===== src/rtl/wb_arb_pkg.sv =====
// Shared types and helpers for the two-master Wishbone program-memory arbiter.
package wb_arb_pkg;

  typedef enum logic [1:0] {
    IDLE = 2'd0,
    GNT0 = 2'd1,
    GNT1 = 2'd2
  } arb_state_t;

  typedef logic master_idx_t;

  localparam master_idx_t M0 = 1'b0;
  localparam master_idx_t M1 = 1'b1;

  function automatic logic [1:0] grant_decode(input arb_state_t s);
    case (s)
      GNT0:    return 2'b01;
      GNT1:    return 2'b10;
      default: return 2'b00;
    endcase
  endfunction

endpackage


===== src/rtl/wb_bus.sv =====
// Minimal classic Wishbone bus bundle used between masters, arbiter and slave.
interface wb_bus;
  logic [31:0] addr;
  logic [31:0] wdata;
  logic [31:0] rdata;
  logic        we;
  logic        stb;
  logic        ack;
  logic        err;

  modport master (output addr, wdata, we, stb, input rdata, ack, err);
  modport slave  (input addr, wdata, we, stb, output rdata, ack, err);
endinterface


===== src/rtl/wb_arb_timeout.sv =====
// Grant watchdog: counts granted cycles without termination and flags expiry.
module wb_arb_timeout #(
  parameter int TimeoutCycles = 16,
  parameter int CntWidth      = 8
) (
  input  logic clk_in,
  input  logic reset_in,
  input  logic active,
  input  logic stb,
  input  logic term,
  output logic expired
);

  logic [CntWidth-1:0] cnt;

  // The mandatory IDLE cycle between grants clears the count, so every grant starts at zero.
  always_ff @(posedge clk_in or negedge reset_in) begin
    if (!reset_in) begin
      cnt <= '0;
    end else begin
      cnt <= active ? cnt + CntWidth'(1) : '0;
    end
  end

  assign expired = active && stb && !term && (cnt == CntWidth'(TimeoutCycles - 1));

endmodule


===== src/rtl/wb_memory_arbiter.sv =====
// Two-master round-robin Wishbone arbiter in front of the program memory.
// Optional grant watchdog enabled with `define WB_ARB_TIMEOUT_EN.
module wb_memory_arbiter
  import wb_arb_pkg::*;
#(
  parameter int TimeoutCycles = 16,
  parameter int CntWidth      = 8
) (
  input  logic       clk_in,
  input  logic       reset_in,
  wb_bus.slave       m0_bus,
  wb_bus.slave       m1_bus,
  wb_bus.master      s_bus,
  output logic [1:0] grant_out,
  output logic [1:0] state_dbg
);

  // Handshake: stb is the request and stays high with stable addr/we/wdata
  // until the cycle in which ack or err (single-cycle completion) is seen.

  arb_state_t  state;
  arb_state_t  next_state;
  master_idx_t last_grant;
  logic        gnt_active;
  logic        gnt_stb;
  logic        term;
  logic        timeout_err;

  if (2 ** CntWidth <= TimeoutCycles) begin : g_cfg_check
    $error("wb_memory_arbiter: CntWidth too small for TimeoutCycles");
  end

  assign gnt_active = (state != IDLE);
  assign term       = s_bus.ack | s_bus.err;
  assign state_dbg  = state;

  always_comb begin
    gnt_stb = 1'b0;
    case (state)
      GNT0:    gnt_stb = m0_bus.stb;
      GNT1:    gnt_stb = m1_bus.stb;
      default: gnt_stb = 1'b0;
    endcase
  end

`ifdef WB_ARB_TIMEOUT_EN
  wb_arb_timeout #(
    .TimeoutCycles(TimeoutCycles),
    .CntWidth     (CntWidth)
  ) u_timeout (
    .clk_in  (clk_in),
    .reset_in(reset_in),
    .active  (gnt_active),
    .stb     (gnt_stb),
    .term    (term),
    .expired (timeout_err)
  );
`else
  assign timeout_err = 1'b0;
`endif

  always_ff @(posedge clk_in or negedge reset_in) begin
    if (!reset_in) begin
      state      <= IDLE;
      last_grant <= M1;
      grant_out  <= 2'b00;
    end else begin
      state     <= next_state;
      grant_out <= grant_decode(next_state);
      if (gnt_active && next_state == IDLE) begin
        last_grant <= (state == GNT1) ? M1 : M0;
      end
    end
  end

  // Requests seen during a terminating cycle are only arbitrated in the following IDLE.
  always_comb begin
    next_state = state;
    case (state)
      IDLE: begin
        if (m0_bus.stb && m1_bus.stb) begin
          next_state = (last_grant == M1) ? GNT0 : GNT1;
        end else if (m0_bus.stb) begin
          next_state = GNT0;
        end else if (m1_bus.stb) begin
          next_state = GNT1;
        end
      end
      GNT0, GNT1: begin
        if (term || timeout_err || !gnt_stb) begin
          next_state = IDLE;
        end
      end
      default: next_state = IDLE;
    endcase
  end

  always_comb begin
    s_bus.addr   = '0;
    s_bus.wdata  = '0;
    s_bus.we     = 1'b0;
    s_bus.stb    = 1'b0;
    m0_bus.ack   = 1'b0;
    m0_bus.err   = 1'b0;
    m1_bus.ack   = 1'b0;
    m1_bus.err   = 1'b0;
    m0_bus.rdata = s_bus.rdata;
    m1_bus.rdata = s_bus.rdata;
    case (state)
      GNT0: begin
        s_bus.addr  = m0_bus.addr;
        s_bus.wdata = m0_bus.wdata;
        s_bus.we    = m0_bus.we;
        s_bus.stb   = m0_bus.stb & ~timeout_err;
        m0_bus.ack  = s_bus.ack;
        m0_bus.err  = s_bus.err | timeout_err;
      end
      GNT1: begin
        s_bus.addr  = m1_bus.addr;
        s_bus.wdata = m1_bus.wdata;
        s_bus.we    = m1_bus.we;
        s_bus.stb   = m1_bus.stb & ~timeout_err;
        m1_bus.ack  = s_bus.ack;
        m1_bus.err  = s_bus.err | timeout_err;
      end
      default: ;
    endcase
  end

endmodule


===== src/flat_wrapper.sv =====
// flat-port wrapper written by rule: the top's interface ports become plain ports
module wb_memory_arbiter_flat import wb_arb_pkg::*;
#(
  parameter int TimeoutCycles = 16,
  parameter int CntWidth      = 8
)
  (clk_in, reset_in, grant_out, state_dbg, m0_bus_addr, m0_bus_wdata, m0_bus_we, m0_bus_stb, m0_bus_rdata, m0_bus_ack, m0_bus_err, m1_bus_addr, m1_bus_wdata, m1_bus_we, m1_bus_stb, m1_bus_rdata, m1_bus_ack, m1_bus_err, s_bus_addr, s_bus_wdata, s_bus_we, s_bus_stb, s_bus_rdata, s_bus_ack, s_bus_err);
  wb_bus m0_bus_i ();
  wb_bus m1_bus_i ();
  wb_bus s_bus_i ();
  input  logic clk_in;
  input  logic reset_in;
  output logic [1:0] grant_out;
  output logic [1:0] state_dbg;
  input wire logic [$bits(m0_bus_i.addr)-1:0] m0_bus_addr;
  input wire logic [$bits(m0_bus_i.wdata)-1:0] m0_bus_wdata;
  input wire logic [$bits(m0_bus_i.we)-1:0] m0_bus_we;
  input wire logic [$bits(m0_bus_i.stb)-1:0] m0_bus_stb;
  output wire logic [$bits(m0_bus_i.rdata)-1:0] m0_bus_rdata;
  output wire logic [$bits(m0_bus_i.ack)-1:0] m0_bus_ack;
  output wire logic [$bits(m0_bus_i.err)-1:0] m0_bus_err;
  input wire logic [$bits(m1_bus_i.addr)-1:0] m1_bus_addr;
  input wire logic [$bits(m1_bus_i.wdata)-1:0] m1_bus_wdata;
  input wire logic [$bits(m1_bus_i.we)-1:0] m1_bus_we;
  input wire logic [$bits(m1_bus_i.stb)-1:0] m1_bus_stb;
  output wire logic [$bits(m1_bus_i.rdata)-1:0] m1_bus_rdata;
  output wire logic [$bits(m1_bus_i.ack)-1:0] m1_bus_ack;
  output wire logic [$bits(m1_bus_i.err)-1:0] m1_bus_err;
  output wire logic [$bits(s_bus_i.addr)-1:0] s_bus_addr;
  output wire logic [$bits(s_bus_i.wdata)-1:0] s_bus_wdata;
  output wire logic [$bits(s_bus_i.we)-1:0] s_bus_we;
  output wire logic [$bits(s_bus_i.stb)-1:0] s_bus_stb;
  input wire logic [$bits(s_bus_i.rdata)-1:0] s_bus_rdata;
  input wire logic [$bits(s_bus_i.ack)-1:0] s_bus_ack;
  input wire logic [$bits(s_bus_i.err)-1:0] s_bus_err;
  assign m0_bus_i.addr = m0_bus_addr;
  assign m0_bus_i.wdata = m0_bus_wdata;
  assign m0_bus_i.we = m0_bus_we;
  assign m0_bus_i.stb = m0_bus_stb;
  assign m0_bus_rdata = m0_bus_i.rdata;
  assign m0_bus_ack = m0_bus_i.ack;
  assign m0_bus_err = m0_bus_i.err;
  assign m1_bus_i.addr = m1_bus_addr;
  assign m1_bus_i.wdata = m1_bus_wdata;
  assign m1_bus_i.we = m1_bus_we;
  assign m1_bus_i.stb = m1_bus_stb;
  assign m1_bus_rdata = m1_bus_i.rdata;
  assign m1_bus_ack = m1_bus_i.ack;
  assign m1_bus_err = m1_bus_i.err;
  assign s_bus_addr = s_bus_i.addr;
  assign s_bus_wdata = s_bus_i.wdata;
  assign s_bus_we = s_bus_i.we;
  assign s_bus_stb = s_bus_i.stb;
  assign s_bus_i.rdata = s_bus_rdata;
  assign s_bus_i.ack = s_bus_ack;
  assign s_bus_i.err = s_bus_err;
  wb_memory_arbiter #(.TimeoutCycles(TimeoutCycles), .CntWidth(CntWidth)) u_core (.clk_in(clk_in), .reset_in(reset_in), .m0_bus(m0_bus_i), .m1_bus(m1_bus_i), .s_bus(s_bus_i), .grant_out(grant_out), .state_dbg(state_dbg));
endmodule

===== config.mk =====
export PLATFORM = sky130hd
export DESIGN_NAME = wb_memory_arbiter_flat
export DESIGN_NICKNAME = d
export VERILOG_FILES = /design/src/rtl/wb_arb_pkg.sv /design/src/rtl/wb_bus.sv /design/src/rtl/wb_arb_timeout.sv /design/src/rtl/wb_memory_arbiter.sv /design/src/flat_wrapper.sv
export SDC_FILE = /design/constraint.sdc
export NUM_CORES = 1
export LEC_CHECK = 0
export ABC_AREA = 0
export CORE_AREA = 5 5 117 119
export CTS_CLUSTER_DIAMETER = 120
export DETAILED_ROUTE_END_ITERATION = 6
export DIE_AREA = 0 0 122 124
export GPL_TIMING_DRIVEN = 0
export PLACE_DENSITY_LB_ADDON = 0.25
export SETUP_SLACK_MARGIN = 0.05
export SYNTH_ARGS = -nofsm -noshare
export SYNTH_HDL_FRONTEND = slang
export SYNTH_SLANG_ARGS = --single-unit

===== constraint.sdc =====
create_clock -name clk_in -period 4.98 [get_ports clk_in]
set_clock_uncertainty 0.2 [all_clocks]
set_input_delay 0.996 -clock clk_in [delete_from_list [all_inputs] [get_ports clk_in]]
set_output_delay 0.996 -clock clk_in [all_outputs]
set_load 0.01 [all_outputs]

After elaboration in Yosys (flattened, before gate mapping)

Cells that the tools add are included.

Eq/ne operators: 4
Multiplexer cells: 16
Bitwise operators: 1
Reductions and logical operators: 8

Operators with widths:

| operator                                                              | number |
|---|---|
| 32-bit one-hot mux with 2 select lines                                | 2 |
| 2-bit 2-to-1 mux                                                      | 5 |
| 2-bit one-hot mux with 2 select lines                                 | 2 |
| 1-bit 2-to-1 mux                                                      | 5 |
| 2-bit by 1-bit equality test with 1-bit output, second input constant | 2 |
| 2-bit equality test, second input constant                            | 2 |
| 2-bit logical NOT                                                     | 2 |
| 1-bit one-hot mux with 2 select lines                                 | 2 |
| 1-bit logical AND                                                     | 2 |
| 2-bit nonzero test                                                    | 1 |
| 2-bit OR reduction                                                    | 1 |
| 1-bit logical NOT                                                     | 1 |
| 1-bit logical OR                                                      | 1 |
| 1-bit bitwise OR                                                      | 1 |

Register bits: 5
Output and inout port bits: 138
Word-level logic and storage cells: 32

Logic depth before layout (Yosys ltp)

Gate-level depths: netlist of the first run.

Word-level depth: 8
Mapped depth: 7
Mapped depth without buffers: 6

Least setup slack after synthesis of the first run

No wires, ideal clock.

Kind: reg-to-output
Start: register u_core.state[0] (netlist: u_core.state_dbg[0])
End: output port s_bus_addr[10]
Data arrival time: 1,534 ps
Data required time: 3,784 ps
Path slack: 2,250 ps
Cell stages (with the launch flop): 6
Path buffers: 2
Cells stage by stage: dfrtp_1 > inv_1 > ha_1 > clkbuf_1 > clkbuf_1 > nor2b_1

Word-level cells in the longest chain between the ends: 2
Elaborated cells on any way between the ends: 3

RTL lines:

| element                                                                               | RTL line                 | text |
|---|---|---|
| start: declaration                                                                    | wb_memory_arbiter.sv:21  | `arb_state_t state;` |
| start signal: assignment                                                              | wb_memory_arbiter.sv:68  | `state <= next_state;` |
| 2-bit equality test or 2-bit by 1-bit equality test with 1-bit output (tied branches) | wb_memory_arbiter.sv:109 | `case (state)` |
| 32-bit one-hot mux with 2 select lines *                                              | wb_memory_arbiter.sv:109 |  |
| end: declaration                                                                      | flat_wrapper.sv:29       | `output wire logic [$bits(s_bus_i.addr)-1:0] s_bus_addr;` |

Every way passes the cells marked *; elsewhere a longest branch is shown, timed or not.

Worst setup path after layout of the first run

Start: register u_core.state[0] (netlist: u_core.state_dbg[0])
End: output port s_bus_wdata[15]

Word-level cells in the longest chain between the ends: 2
Elaborated cells on any way between the ends: 3

RTL lines:

| element                                                                               | RTL line                 | text |
|---|---|---|
| 2-bit equality test or 2-bit by 1-bit equality test with 1-bit output (tied branches) | wb_memory_arbiter.sv:109 |  |
| 32-bit one-hot mux with 2 select lines *                                              | wb_memory_arbiter.sv:109 |  |
| end: declaration                                                                      | flat_wrapper.sv:30       | `output wire logic [$bits(s_bus_i.wdata)-1:0] s_bus_wdata;` |

Marked as above.

==> impl_metrics.ini, run 1 <==
[synth]
async_reset_ff_frac = 1.00
synth.net_count = 420
ys_warn_count = 0
ys_types = 20
syn_inst = 248
ys.flop_type = dfrtp_1
synth.cell_area_um2 = 1820
synth_seq_area_share = 0.0693
synth_edf_count = 0
synth.area.top_cells = a22oi_1, buf_4, nor2b_1
yosysTopAreaCellShare = 0.276
synth_top_area_cell = a22oi_1
synth_area_per_cell_um2 = 7.35
synth_common_cells = a22oi_1, nor2b_1, buf_4
synth-seq-cells = 5
yosysMostFrequentCell = a22oi_1

[layout]
fin_nets = 698
num_antenna_cells = 0
num-fill-cells = 1281
fin_area_um2 = 4850
drive_above_1_share = 0.152
area_growth_pct = 166

[timing]
timing.final.crit_period_ns = 3.91
max_freq_ghz = 0.256
setup_viol = 0
hold_viol_final = 0
finalSetupTns_ns = 0
grt_setup_unrepaired = no
drv_slew = 0
tightest_slew_ns = 0.529
relSlewSlack = 0.647
fin_crit_sh = 0.785

[power_and_ir_drop]
p_per_area_nw_per_um2 = 352
p_leak_uw = 0.00180
ir_worst_vdd_mv = 0.335

[routing]
via_per_inst = 3.94
first_pass_iters = 4
wl_mm = 10.6
drtIter0Drc = 92
wire_per_inst_um = 15.2
ant_nets = 0
drc = 0
vias = 2743

[critical_path]
start_kind = flop
max_stage_delay_ns = 0.56
critPathKind = reg2out
endpoint_kind = output port
worstPathMaxFanout = 10
path_cells = inv_1, ha_1, clkbuf_1, clkbuf_1, nor2b_1, clkdlybuf4s50_1
path_common_cell = clkbuf_1
cp_slowest_cell = clkdlybuf4s50_1
arrival_ns = 2.71
required_ns = 3.78

[global_route]
grt_pass1_wl_mm = 15.2
grt_max_degree = 11
grt_usage = 0.123
antenna_found_initial = 0
first_global_vias = 2990
grt_overflow = 0

[clocking]
cts_tree = done
cts.path.max_buffers = 2
cts_buffers = 3
postCtsSetupBuffers = 0
cts_resized = 0
cts_hold_buffers = 0
cts.sinks = 5
htreeDepth = 1
cts_root_buffer = clkbuf_16
clk_latency_ns = 0.22
clk_pin_slew_ns = 0.03

[placed_design]
routabilityCongestion = 0.709
placed_area_um2 = 4770
io_buffers = 273
dp_hpwl_mm = 9.33

[die]
die_y_um = 124
io_pins = 306
dieArea_um2 = 15100
core_um2 = 12500
die_w_um = 122
rows = 41
start_util = 0.146

[flow_run]
cap_violations = 0

[status]
status = completed

[min_path]
hp-class = reg2reg
sequential cells by signal, indices dropped and copies added, names as in the netlist:
signal and cells:
u_core.grant_out 2, u_core.state_dbg 2, u_core.last_grant 1
logic make-up (layout without fill, tap and decap cells):
kind of cell             count (synthesis)  count (layout)  share of synthesized area
AO/OA/AOI/OAI                           72              72                      0.301
adder cells (fa/ha/maj)                  4               4                     0.0275
buffers and inverters                   89             366                      0.325
flip-flops                               5               5                     0.0693
multiplexers                             1               1                    0.00823
AND/OR/NAND/NOR                         77              77                      0.270
metrics by stage:
| stage | util | worst slack (ns) | total power (uW) | hold WS (ns) | instances |
|---|---|---|---|---|---|
| floorplan | - | 2.25 | 859 | 0.411 | 248 |
| global placement | 0.383 | 1.29 | 1590 | 0.423 | 693 |
| detailed placement | 0.383 | 1.26 | 1600 | 0.421 | 693 |
| CTS | 0.389 | 1.01 | 1740 | 0.429 | 697 |
| global route | 0.389 | 0.827 | 1850 | 0.443 | 697 |
| finish | 0.389 | 1.07 | 1710 | 0.431 | 697 |
layout make-up:
class | instances | area (um^2) | area share
Sequential cell | 5 | 126 | 0.0261
Buffer | 87 | 584 | 0.120
Inverter | 2 | 7.51 | 0.00155
Clock buffer | 4 | 78.8 | 0.0163
Timing Repair Buffer | 273 | 2730 | 0.563
Tap cell | 172 | 215 | 0.0444
Multi-Input combinational cell | 154 | 1100 | 0.228
worst max-delay path, delay by kind of cell (launching register included):
family | cells | cell delay [ns]
adder cells (fa/ha/maj) | 1 | 0.37
buffers and inverters | 4 | 1.47
flip-flops | 1 | 0.44
AND/OR/NAND/NOR | 1 | 0.20
cells in the final DEF (no fill, tap or decap), types with 2 or more instances in the layout:
cell type / count
a22oi_1: 67
nor2_1: 3
nor2b_1: 66
and2_1: 4
dfrtp_1: 4
inv_1: 2
nor3b_1: 2
clkdlybuf4s50_1: 273
clkbuf_1: 15
buf_2: 8
a21oi_1: 2
clkbuf_16: 3
buf_4: 64
ha_1: 4
final timing paths:
check                                    start                  end  slack [ns]  depth (start not counted)
max in group asynchronous             reset_in    u_core.last_grant        3.53                          1
min in group asynchronous             reset_in  u_core.state_dbg[0]        0.80                          1
hold / removal               u_core.last_grant    u_core.last_grant        0.43                          1
setup / recovery           u_core.state_dbg[0]      s_bus_wdata[15]        1.07                          6
hold reg to reg              u_core.last_grant    u_core.last_grant        0.43                          1
setup reg to reg           u_core.state_dbg[0]  u_core.grant_out[0]        2.96                          7
power breakdown:
part           switching (uW)  internal (uW)
combinational             677            825
sequential               16.1           59.7
clock                    23.4            106
total                     717            991
routing by layer:
metal | up-vias | share of wire | wire (um) | track usage
met5 | - | 0 | 0 | 0
met4 | 0 | 0.0050 | 53 | 0.0126
met3 | 4 | 0.11 | 1220 | 0.0386
met2 | 177 | 0.51 | 5430 | 0.230
met1 | 1198 | 0.37 | 3920 | 0.143
li1 | 1364 | - | - | -
No activity file was read; power rests on OpenSTA's default activity.
==> run 2, diff against run 1 <==
clock period = 3.4 ns   (was 4.98 ns; I/O delays follow)
==> impl_metrics.ini, run 2 (synthesis gave the netlist of run 1 again) <==
[clocking]
cts.path.max_buffers = 2
cts.sinks = 5
cts_root_buffer = clkbuf_16
postCtsSetupBuffers = 0
cts_tree = done
htreeDepth = 1
cts_buffers = 3
cts_resized = 9
clk_pin_slew_ns = 0.03
cts_hold_buffers = 0
clk_latency_ns = 0.22

[global_route]
grt_usage = 0.124
grt_max_degree = 11
grt_overflow = 0
grt_pass1_wl_mm = 15.2
antenna_found_initial = 0
first_global_vias = 2985

[layout]
final_util = 0.393
num_antenna_cells = 0
mostFrequentLayoutCells = clkdlybuf4s50_1, buf_4, a22oi_1
fin_nets = 698
fin_cells = 697
area_growth_pct = 169
fin_area_um2 = 4900
final_common_cell = clkdlybuf4s50_1
drive_above_1_share = 0.175

[power_and_ir_drop]
p_leak_uw = 0.00186
finalPower_uw = 2560
p_per_area_nw_per_um2 = 522
ir_worst_vdd_mv = 0.497

[die]
core_um2 = 12500
start_util = 0.146
die_y_um = 124
io_pins = 306
die_w_um = 122
dieArea_um2 = 15100
rows = 41

[placed_design]
placed_area_um2 = 4770
placedCellCount = 693
io_buffers = 273
routabilityCongestion = 0.709
dp_hpwl_mm = 9.33

[critical_path]
arrival_ns = 2.33
worstSetupStartpoint = u_core.state_dbg[0]
max_stage_delay_ns = 0.56
reg2reg_from = u_core.state_dbg[1]
path_cells = inv_1, ha_1, buf_6, clkbuf_1, a22oi_1, nor2b_1, clkdlybuf4s50_1
cp_num_buf_inv = 4
cp_slowest_cell = clkdlybuf4s50_1
cp_top_family = buffers and inverters
start_kind = flop
required_ns = 2.52
critPathKind = reg2out
worstPathMaxFanout = 10
endpoint_kind = output port

[routing]
vias = 2723
wire_per_inst_um = 15.2
drc = 0
ant_nets = 0
first_pass_iters = 4
wl_mm = 10.6
via_per_inst = 3.91
drtIter0Drc = 102

[timing]
tightest_slew_ns = 0.451
relSlewSlack = 0.699
setup_viol = 0
drv_slew = 0
grt_setup_unrepaired = yes
hold_viol_final = 0
timing.final.crit_period_ns = 3.21
max_freq_ghz = 0.311
fin_crit_sh = 0.946

[min_path]
hp-start = u_core.last_grant
hp-class = reg2reg

[status]
status = completed

[flow_run]
cap_violations = 0
## run 2: cell count changes in the layout (fill, tap and decap cells not counted), sizes merged
cell / change
clkdlybuf4s50: -1
dlymetal6s2s: +1
clkbuf: +1
buf: -1
## run 2: where the power goes
part           total [uW]  switching, uW  internal (uW)
clock network         189           34.3            155
logic                2260            991           1270
registers             112           23.7           88.7
## run 2: final cells by class
type	instances	area, um^2
timing repair buffer	273	2740
inverter	2	7.51
tap	172	215
multi-input combinational	154	1100
fill	1278	7570
clock buffer	4	78.8
sequential	5	128
buffer	87	628
## run 2: routing by layer
metal	wire length (um)	up-vias	part of all wire	global-route usage
li1	-	1363	-	-
met1	3880	1189	0.37	0.142
met2	5470	167	0.52	0.232
met3	1200	4	0.11	0.0386
met4	61	0	0.0057	0.0126
met5	0	-	0	0
## run 2: worst paths after layout
check / slack, ns / depth (start not counted) / to
worst max register to register: 1.44 / 7 / u_core.last_grant
worst min register to register: 0.43 / 1 / u_core.last_grant
worst min-delay path: 0.43 / 1 / u_core.last_grant
worst max-delay path: 0.19 / 7 / s_bus_wdata[15]
min in group asynchronous: 0.48 / 1 / u_core.state_dbg[1]
max in group asynchronous: 2.26 / 1 / u_core.last_grant
## run 2: worst register-to-register path: stages (launching register included)
cell and delay [ns]:
dfrtp_1 0.43, inv_1 0.14, ha_1 0.15, buf_2 0.17, a22oi_4 0.08, nor4b_4 0.27, a21oi_1 0.13, mux2_4 0.31
## run 2: stage by stage
| step | hold WS (ns) | setup WS (ns) | TNS [ns] |
|---|---|---|---|
| floorplan | 0.184 | 0.986 | 0 |
| global placement | 0.423 | 0.0256 | 0 |
| detailed placement | 0.421 | -0.00852 | -0.00852 |
| CTS | 0.429 | 0.0442 | 0 |
| global route | 0.443 | 0.00595 | 0 |
| finish | 0.431 | 0.185 | 0 |
==> run 3, diff against run 2 <==
CORE_AREA = 5 5 115 117   (was 5 5 117 119)
DIE_AREA = 0 0 120 122   (was 0 0 122 124)
SYNTH_HIERARCHICAL = 1   (was unset)
==> impl_metrics.ini, run 3 <==
[timing]
drv_slew = 0
relSlewSlack = 0.700
setup_viol = 0
tightest_slew_ns = 0.450
max_freq_ghz = 0.313
finalSetupTns_ns = 0
timing.final.crit_period_ns = 3.19
holdWs_ns = 0.426
fin_ws_ns = 0.207
grt_setup_unrepaired = no
hold_viol_final = 0
fin_crit_sh = 0.939

[synth]
ys.flop_type = dfrtp_1
synth-seq-cells = 5
async_reset_ff_frac = 1.00
synth_edf_count = 0
yosysMostFrequentCell = a22oi_1
synth_common_cells = a22oi_1, nor2b_1, buf_4
synth.area.top_cells = a22oi_1, buf_4, nor2b_1
yosysTopAreaCellShare = 0.271
synth.net_count = 420
synth_area_per_cell_um2 = 7.49
synth_seq_area_share = 0.0680
ys_warn_count = 6
synth_top_area_cell = a22oi_1
synth.cell_area_um2 = 1860
ys_types = 24
syn_inst = 248

[critical_path]
required_ns = 2.52
arrival_ns = 2.31
r2r_cells = 7
critPathKind = reg2out
reg2reg_from = u_core/state_dbg[1]
worstPathMaxFanout = 10
r2r_slack_ns = 1.46
endpoint_kind = output port
worst_r2r_endpoint = u_core/grant_out[0]
start_kind = flop

[clocking]
clk_pin_slew_ns = 0.03
cts.sinks = 5
cts_root_buffer = clkbuf_16
cts_buffers = 3
clk_latency_ns = 0.22
cts.path.max_buffers = 2
cts_tree = done
cts_hold_buffers = 0
postCtsSetupBuffers = 0
htreeDepth = 1

[global_route]
grt_overflow = 0
first_global_vias = 2944
antenna_found_initial = 0
grt_max_degree = 11
grt_pass1_wl_mm = 15.1
grt_usage = 0.126

[min_path]
worst_hold_path.endpoint = u_core/last_grant
hp-class = reg2reg
hold_depth = 1
hp-start = u_core/last_grant

[placed_design]
preCtsSetupSlack_ns = 0.0180
placed_area_um2 = 4780
io_buffers = 273
dp_hpwl_mm = 9.22
routabilityCongestion = 0.761

[routing]
drc = 0
wire_per_inst_um = 15.5
first_pass_iters = 7
wl_mm = 10.5
ant_nets = 0
via_per_inst = 4.13
drtIter0Drc = 75
vias = 2787

[die]
dieArea_um2 = 14600
die_y_um = 122
rows = 41
start_util = 0.152
core_um2 = 12300
die_w_um = 120
io_pins = 306

[layout]
mostFrequentLayoutCells = clkdlybuf4s50_1, a22oi_1, buf_4
area_growth_pct = 163
final_util = 0.398
fin_area_um2 = 4880
drive_above_1_share = 0.181
num_antenna_cells = 0
num-fill-cells = 1267
final_common_cell = clkdlybuf4s50_1
fin_nets = 698

[power_and_ir_drop]
p_per_area_nw_per_um2 = 522
ir_worst_vdd_mv = 0.312
p_leak_uw = 0.00185

[flow_run]
cap_violations = 0

[status]
status = completed
## run 3: cell type report
class / instances / area, um^2 / share of cell area
Multi-Input combinational cell: 154 / 1120 / 0.228
Buffer: 87 / 634 / 0.130
Sequential cell: 5 / 128 / 0.0261
Tap cell: 150 / 188 / 0.0384
Timing Repair Buffer: 273 / 2730 / 0.559
Inverter: 2 / 7.51 / 0.00154
Clock buffer: 4 / 78.8 / 0.0161
## run 3: where the power goes
part           total [uW]  internal (uW)  switching [uW]
Combinational        2250           1260             985
Clock                 192            155            36.7
Sequential            110           88.5            21.9
Total                2550           1510            1040
## run 3: how the worst max path moves through the flow
stage	startpoint	end	cells past startpoint
floorplan	u_core/state_dbg[0]	s_bus_addr[0]	5
global placement	u_core/state_dbg[0]	s_bus_wdata[27]	6
detailed placement	u_core/state_dbg[0]	s_bus_wdata[27]	6
CTS	u_core/state_dbg[0]	s_bus_wdata[27]	6
global route	u_core/state_dbg[1]	s_bus_addr[28]	8
finish	u_core/state_dbg[0]	s_bus_wdata[5]	7
## run 3: routing by layer
layer  global-route usage  routed length [um]  vias to the layer above
met5                    0                   0                        -
met4               0.0208                 117                        0
met3               0.0385                1050                        6
met2                0.253                5690                      161
met1                0.128                3590                     1260
li1                     -                   -                     1360
## run 3: worst max-delay path, stage by stage, from the launching register on
cell and delay, ns:
dfrtp_2 0.44, inv_1 0.12, ha_1 0.17, clkbuf_8 0.15
clkbuf_1 0.37, a22oi_1 0.13, nor2b_1 0.15, clkdlybuf4s50_1 0.56
## run 3: per-stage QoR
stage | total power (uW) | cells
6_report | 2550 | 675
5_1_grt | 2760 | 675
4_1_cts | 2570 | 675
3_5_place_dp | 2350 | 671
3_3_place_gp | 2330 | 671
2_1_floorplan | 1280 | 248
## run 3: repair_timing
| item | CTS | global route |
|---|---|---|
| pin swaps | 0 | 0 |
| hold endpoints to repair | 0 | 0 |
| resized for setup | 6 | 19 |
| endpoints found under the setup margin | 40 | 59 |
## run 3: cell families (layout without fill, tap and decap cells)
| group | after synthesis | in the layout | synth area share |
|---|---|---|---|
| buf+inv | 89 | 366 | 0.331 |
| simple gates | 77 | 77 | 0.269 |
| compound gates | 72 | 72 | 0.297 |
| flops | 5 | 5 | 0.0680 |
| fa+ha+maj | 4 | 4 | 0.0269 |
| mux | 1 | 1 | 0.00808 |
